**src/rtl/phase_ctrl_unit.sv**
```systemverilog
// rtl/phase_ctrl_unit.sv - multicycle control sequencer driven by the one-hot five-phase bus
// Decodes the latched instruction into per-phase datapath enables, retires, halts, traps bad phase order.
module phase_ctrl_unit #(
  parameter int          DATA_W  = 32,
  parameter int          CNT_W   = 16,
  parameter logic [5:0]  OP_LW   = 6'h23,
  parameter logic [5:0]  OP_SW   = 6'h2B,
  parameter logic [5:0]  OP_HALT = 6'h3F
) (
  input  logic              CLK,
  input  logic              RST,
  input  logic [4:0]        Phases,
  input  logic [DATA_W-1:0] Instr,
  input  logic              HaltReq,
  output logic [DATA_W-1:0] IR,
  output logic              IREn,
  output logic              RegRdEn,
  output logic              AluEn,
  output logic              MemRdEn,
  output logic              MemWrEn,
  output logic              RegWrEn,
  output logic              PCEn,
  output logic [CNT_W-1:0]  RetireCount,
  output logic              Busy,
  output logic              Halted,
  output logic              PhaseErr
);

  localparam logic [1:0] S_IDLE   = 2'd0;
  localparam logic [1:0] S_RUN    = 2'd1;
  localparam logic [1:0] S_HALTED = 2'd2;
  localparam logic [1:0] S_ERROR  = 2'd3;

  logic [1:0] state;
  logic [2:0] exp_idx;
  logic       halt_pend;
  logic [5:0] opcode;
  logic       phase_ok;
  logic       active;
  logic       end_p4;
  logic       is_lw;
  logic       is_sw;
  logic       is_halt;
  logic       is_r;

  always_comb begin
    opcode   = IR[DATA_W-1 -: 6];
    is_lw    = (opcode == OP_LW);
    is_sw    = (opcode == OP_SW);
    is_halt  = (opcode == OP_HALT);
    is_r     = (opcode == 6'h00);
    phase_ok = (Phases == (5'b00001 << exp_idx));
    // A phase value out of sequence gates every enable in the very cycle it appears.
    active   = (state == S_RUN) && phase_ok;
    end_p4   = active && Phases[4];
  end

  always_comb begin
    IREn     = active && Phases[0];
    RegRdEn  = active && Phases[1];
    AluEn    = active && Phases[2];
    MemRdEn  = active && Phases[3] && is_lw;
    MemWrEn  = active && Phases[3] && is_sw;
    RegWrEn  = active && Phases[4] && (is_r || is_lw);
    PCEn     = active && Phases[4] && !is_halt;
    Busy     = (state == S_RUN);
    Halted   = (state == S_HALTED);
  end

  always_ff @(posedge CLK) begin
    if (!RST) begin
      state       <= S_IDLE;
      IR          <= '0;
      RetireCount <= '0;
      PhaseErr    <= 1'b0;
      halt_pend   <= 1'b0;
      exp_idx     <= 3'd0;
    end else begin
      case (state)
        S_IDLE: begin
          if (HaltReq) begin
            state <= S_HALTED;
          end else if (Phases == 5'b10000) begin
            state     <= S_RUN;
            exp_idx   <= 3'd0;
            halt_pend <= 1'b0;
          end
        end
        S_RUN: begin
          if (!phase_ok) begin
            state    <= S_ERROR;
            PhaseErr <= 1'b1;
          end else begin
            if (Phases[0]) IR <= Instr;
            exp_idx <= (exp_idx == 3'd4) ? 3'd0 : exp_idx + 3'd1;
            if (end_p4) begin
              RetireCount <= RetireCount + CNT_W'(1);
              if (is_halt || halt_pend || HaltReq) state <= S_HALTED;
            end else if (HaltReq) begin
              // Deferred so the instruction in flight still reaches writeback.
              halt_pend <= 1'b1;
            end
          end
        end
        default: state <= state;
      endcase
    end
  end

endmodule

```
**config.mk**
```make
export PLATFORM = sky130hd
export DESIGN_NAME = phase_ctrl_unit
export DESIGN_NICKNAME = d
export VERILOG_FILES = /design/src/rtl/phase_ctrl_unit.sv
export SDC_FILE = /design/constraint.sdc
export NUM_CORES = 1
export LEC_CHECK = 0
export ABC_AREA = 1
export ABC_CLOCK_PERIOD_IN_PS = 2100
export CAP_MARGIN = 25
export CORE_MARGIN = 3
export CORE_UTILIZATION = 30
export CTS_CLUSTER_SIZE = 25
export DETAILED_ROUTE_END_ITERATION = 12
export PLACE_DENSITY_LB_ADDON = 0.05
export SYNTH_ARGS = -nofsm -noshare
export SYNTH_HDL_FRONTEND = slang
export SYNTH_SLANG_ARGS = --single-unit
```
**constraint.sdc**
```tcl
create_clock -name CLK -period 2.1 [get_ports CLK]
set_input_delay 0.42 -clock CLK [delete_from_list [all_inputs] [get_ports CLK]]
set_output_delay 0.42 -clock CLK [all_outputs]
set_load 0.01 [all_outputs]
```
# After elaboration in Yosys (flattened, before gate mapping)
# Cells that the tools add are included.
# totals
register_bits	55
output_inout_bits	58
input_bits	40
# op_classes
eq_ne	16
n_shift	1
mux	17
n_reduce_logical	23
n_addsub	2
n_bitwise	1
# op_table
op	n
$eq A6 B6 Y1 const B	3
$add A16 B1 Y16 const B	1
$mux W3	4
$logic_and A1 B1 Y1	10
$mux W2	5
$ne A2 B2 Y1 const B	4
$reduce_and A4 Y1	2
$logic_not A6 Y1	1
$ne A3 B2 Y1 const B	2
$pmux W3 S2	1
$reduce_and A3 Y1	2
$reduce_and A6 Y1	1
$eq A5 B5 Y1	1
$eq A5 B5 Y1 const B	1
$mux W1	5
$shl A1 B3 Y5 const A	1
$pmux W2 S2	1
$add A3 B1 Y3 const B	1
$eq A3 B3 Y1 const B	1
$logic_or A1 B1 Y1	3
$ne A3 B3 Y1 const B	1
$eq A2 B1 Y1 const B	1
$eq A2 B2 Y1 const B	1
$logic_not A2 Y1	1
other kinds (6)	6

# Logic depth before layout (Yosys ltp)
# logic_depth
word_depth	7
mapped_depth	15
mapped_depth_nobuf	13

# Worst setup path after synthesis
# OpenSTA, ideal clock, no wires.
# synth_path
kind	register -> output
startpoint	register exp_idx[0]
endpoint	output PCEn
arrival_time_ns	1.729
slack_ns	-0.049
n_path_buf	1
stages_incl_launch_ff	13
path_cell_list	dfxtp_1 -> ha_1 -> ha_1 -> inv_1 -> nand2_1 -> nand2_1 -> nand2_1 -> nor2_4 -> nand3_4 -> clkinv_2 -> nand2_2 -> buf_2 -> a21oi_1
# synth_between
elab_chain_cells	5
# synth_lines
element	line_no	text
from (decl)	35	logic [2:0] exp_idx;
from (signal assigned)	95	exp_idx <= (exp_idx == 3'd4) ? 3'd0 : exp_idx + 3'd1;
$shl A1 B3 Y5	52	phase_ok = (Phases == (5'b00001 << exp_idx));
$eq A5 B5 Y1	52	
$logic_and A1 B1 Y1	54	active = (state == S_RUN) && phase_ok;
$logic_and A1 B1 Y1 (2 in a row)	65	PCEn = active && Phases[4] && !is_halt;
to (decl)	22	output logic PCEn,
# No other way between the ends.

# Worst setup path after layout
# layout_path
startpoint	register exp_idx[1]
endpoint	output MemRdEn
# layout_between
elab_chain_cells	5
# layout_lines
element	line_no	text
$shl A1 B3 Y5	52	
$eq A5 B5 Y1	52	
$logic_and A1 B1 Y1	54	
$logic_and A1 B1 Y1 (2 in a row)	62	MemRdEn = active && Phases[3] && is_lw;
to (decl)	19	output logic MemRdEn,
# No other way between the ends.

==> flow_summary_export.csv <==
group,metric,value,unit
clock_tree,ctsHtreeMaxLevel,2,
timing,setup_slack,-0.153,ns
die,initial_utilization,31.8,%
global_routing,grt_pass1_vias,2789,
global_routing,gr-usage-all-layers,15.0,%
yosys,yosysSeqAreaShare,38.5,%
timing,hold_viol,0,
route,post-route-drc-count,0,
setup_path,crit_type,"reg -> out",
timing,grt_setup_unrepaired,"yes",
clock_tree,clkLatencyLatePin,0.31,ns
die,core-area,8980,sq um
finish,fin_nets,614,
setup_path,path_max_fanout,5,
pwr,intPower,0.00150,W
yosys,synth-main-ff-cell,"dfxtp_1",
timing,max_freq,444,MHz
placement,place_ws,-0.552,ns
route,final_antenna_net_count,0,
yosys,yosys_warnings,0,
route,wl_per_cell,11.6,microns
die,fp.dieH,104,microns
clock_tree,cts.path.max_buffers,2,
yosys,yosys.area.top_type,"dfxtp_1",
yosys,yosysMostFrequentCell,"nand2_1",
yosys,async_flop_share,0,%
yosys,synthTopCellsByArea,"dfxtp_1, nand2_1, nor2_1",
setup_path,crit_required,1.68,ns
die,die-area,10700,sq um
yosys,avgSynthCellArea,6.35,sq um
pwr,switching_power,0.000481,W
finish,syn_to_final_growth,52.1,%
outcome,violations,"negative setup slack",
placement,post-dp-hpwl,6030,microns
global_routing,grt_max_degree,65,
route,wl,8050,microns
yosys,syn_inst,450,
global_routing,grt_pass1_wl,13400,microns
timing,worstMarginPinSlew,0.380,ns
hold_path,hold_path.class,"reg -> reg",
pwr,pwr-share-comb,13.0,%
pwr,swShare,24.3,%
route,drt_pass1_iterations,4,
hold_path,hp-start,"RetireCount[14]$_SDFFE_PN0P_",
hold_path,hold_depth,2,
pwr,p_per_area,455,nW/um^2
timing,setup_viol,7,
yosys,synth_area,2860,sq um
yosys,syn-num-nets,496,
finish,drive_above_1_share,14.1,%
yosys,synth_commonest_cells,"nand2_1, nor2_1, inv_1",
pwr,power_frac_seq,53.9,%
setup_path,cp-start-kind,"flip-flop",
pwr,ir_drop,0.000313,V
clock_tree,cts_tree,"done",
route,vias,2938,
job,max-cap-violations,0,
yosys,synth-edff-count,0,
setup_path,reg2reg_from,"exp_idx[1]$_SDFFE_PN0P_",
pwr,p_leak,1.97,nW
setup_path,r2r_slack,0.15,ns
route,dr.first_iter.drc_count,106,
finish,fillers,921,
timing,hold_ws,0.483,ns
die,io-pin-count,98,
timing,fin_skew,0.00792,ns
setup_path,reg2reg_to,"RetireCount[12]$_SDFFE_PN0P_",
global_routing,antenna_found_initial,0,
setup_path,cp-end-kind,"primary output",
setup_path,worst-r2r-cell-count,14,
timing,drv_slew,0,
placement,io_buffers,97,
outcome,status,"finished, violations left",
yosys,ys_seq_elements,55,
placement,place.gp.congestion,0.814,
clock_tree,cts_buffers,5,
global_routing,grt_overflow,0,
timing,max_slew_margin,74.5,%
timing,finalCriticalPeriod,2.25,ns
clock_tree,cts_root_buf,"clkbuf_8",
timing,period_share,107,%
die,die-width,104,microns
yosys,synth_top_area_share,38.5,%
yosys,synth_cell_type_count,25,
route,vias_per_cell,4.23,
hold_path,whs_endpoint,"RetireCount[14]$_SDFFE_PN0P_",
pwr,p_clk_share,33.1,%
pwr,p_total,0.00198,W
setup_path,worstPathArrival,1.83,ns
clock_tree,path_clk_slew,0.10,ns
clock_tree,clock-sinks,55,
finish,diodes,0,
die,row_count,34,
## per-layer routing
metal | share of wire, % | vias to the layer above | global-route usage (%)
li1 | - | 1586 | -
met1 | 47 | 1281 | 18.9
met2 | 46 | 63 | 25.0
met3 | 5.9 | 8 | 5.10
met4 | 1.2 | 0 | 3.04
met5 | 0 | - | 0
## how the worst max path moves through the flow
stage | to | slack, ns | cells after the start | from
floorplan | PCEn | -0.05 | 12 | exp_idx[0]$_SDFFE_PN0P_
global placement | RegWrEn | -0.52 | 10 | Phases[4]
detailed placement | RegWrEn | -0.55 | 10 | Phases[4]
CTS | RegWrEn | -0.16 | 12 | exp_idx[1]$_SDFFE_PN0P_
global route | RegWrEn | -0.27 | 12 | exp_idx[0]$_SDFFE_PN0P_
finish | MemRdEn | -0.15 | 11 | exp_idx[1]$_SDFFE_PN0P_
## layout make-up
| cell class | count | area [sq um] | area share (%) |
|---|---|---|---|
| clock buffers | 7 | 96.3 | 2.22 |
| multi-input cells | 317 | 1550 | 35.6 |
| well taps | 126 | 158 | 3.63 |
| clock inverters | 1 | 7.51 | 0.173 |
| inverters | 64 | 245 | 5.64 |
| flip-flops and latches | 55 | 1110 | 25.5 |
| repair buffers | 125 | 1180 | 27.3 |
## cells by family (layout without fill, tap and decap cells)
group	Yosys count	count (layout)	share of synthesized area (%)
AND/OR/NAND/NOR	273	273	39.4
adder cells (fa/ha/maj)	6	6	2.63
XOR/XNOR	10	10	3.07
AO/OA/AOI/OAI	28	28	4.91
buffers and inverters	78	197	11.5
flip-flops	55	55	38.5
## registers in the layout, indices dropped and copies added (netlist names)
name,flops
IR,32
RetireCount,16
exp_idx,3
state,2
PhaseErr,1
halt_pend,1
## metrics by stage
step           cell area, sq um  instances  setup TNS [ns]  util [%]
6_report                   4350        695          -0.900      48.4
5_1_grt                    4350        695           -1.63      48.4
4_1_cts                    4300        695          -0.936      47.9
3_5_place_dp               4110        685          -13.99      45.8
3_3_place_gp               4110        685          -11.97      45.8
2_1_floorplan              2860        450         -0.0971         -
## worst max-delay path: stages, from the launching register on
cell and delay, ns:
dfxtp_4 0.38, ha_4 0.17, ha_4 0.16, inv_2 0.04, nand2_1 0.04, nand2_1 0.09, nand2_2 0.07, nor2_4 0.11
nand3_4 0.10, buf_6 0.15, nor3_2 0.08, buf_2 0.15
## placed cells by master (no fill, tap or decap), types with 3 or more instances in the layout
cell type	Yosys	layout
ha_4	0	5
nor2_1	92	91
nand3_1	13	12
nand2_2	2	6
a21oi_1	23	21
nor2_4	3	4
inv_1	58	53
clkdlybuf4s50_1	0	89
buf_4	0	25
dfxtp_1	55	53
buf_6	3	3
o21ai_0	5	5
nor3_1	12	10
buf_2	9	5
nand2_1	141	135
clkbuf_8	0	7
nand4_1	5	5
inv_2	4	9
xor2_1	9	9
## what timing repair did
action,CTS,global route
pin swaps,11,3
resized for setup,57,12
hold buffers,0,0
setup buffers,2,0
endpoints found under the setup margin,40,47
## power groups by stage
stage	clock [W]	combinational [W]	sequential, W
3_3_place_gp	0	0.000252	0.00109
4_1_cts	0.000694	0.000260	0.00107
2_1_floorplan	0	0.0000988	0.00109
3_5_place_dp	0	0.000253	0.00109
6_report	0.000654	0.000258	0.00107
5_1_grt	0.000722	0.000286	0.00107
Power figures use the tool's default switching activity.
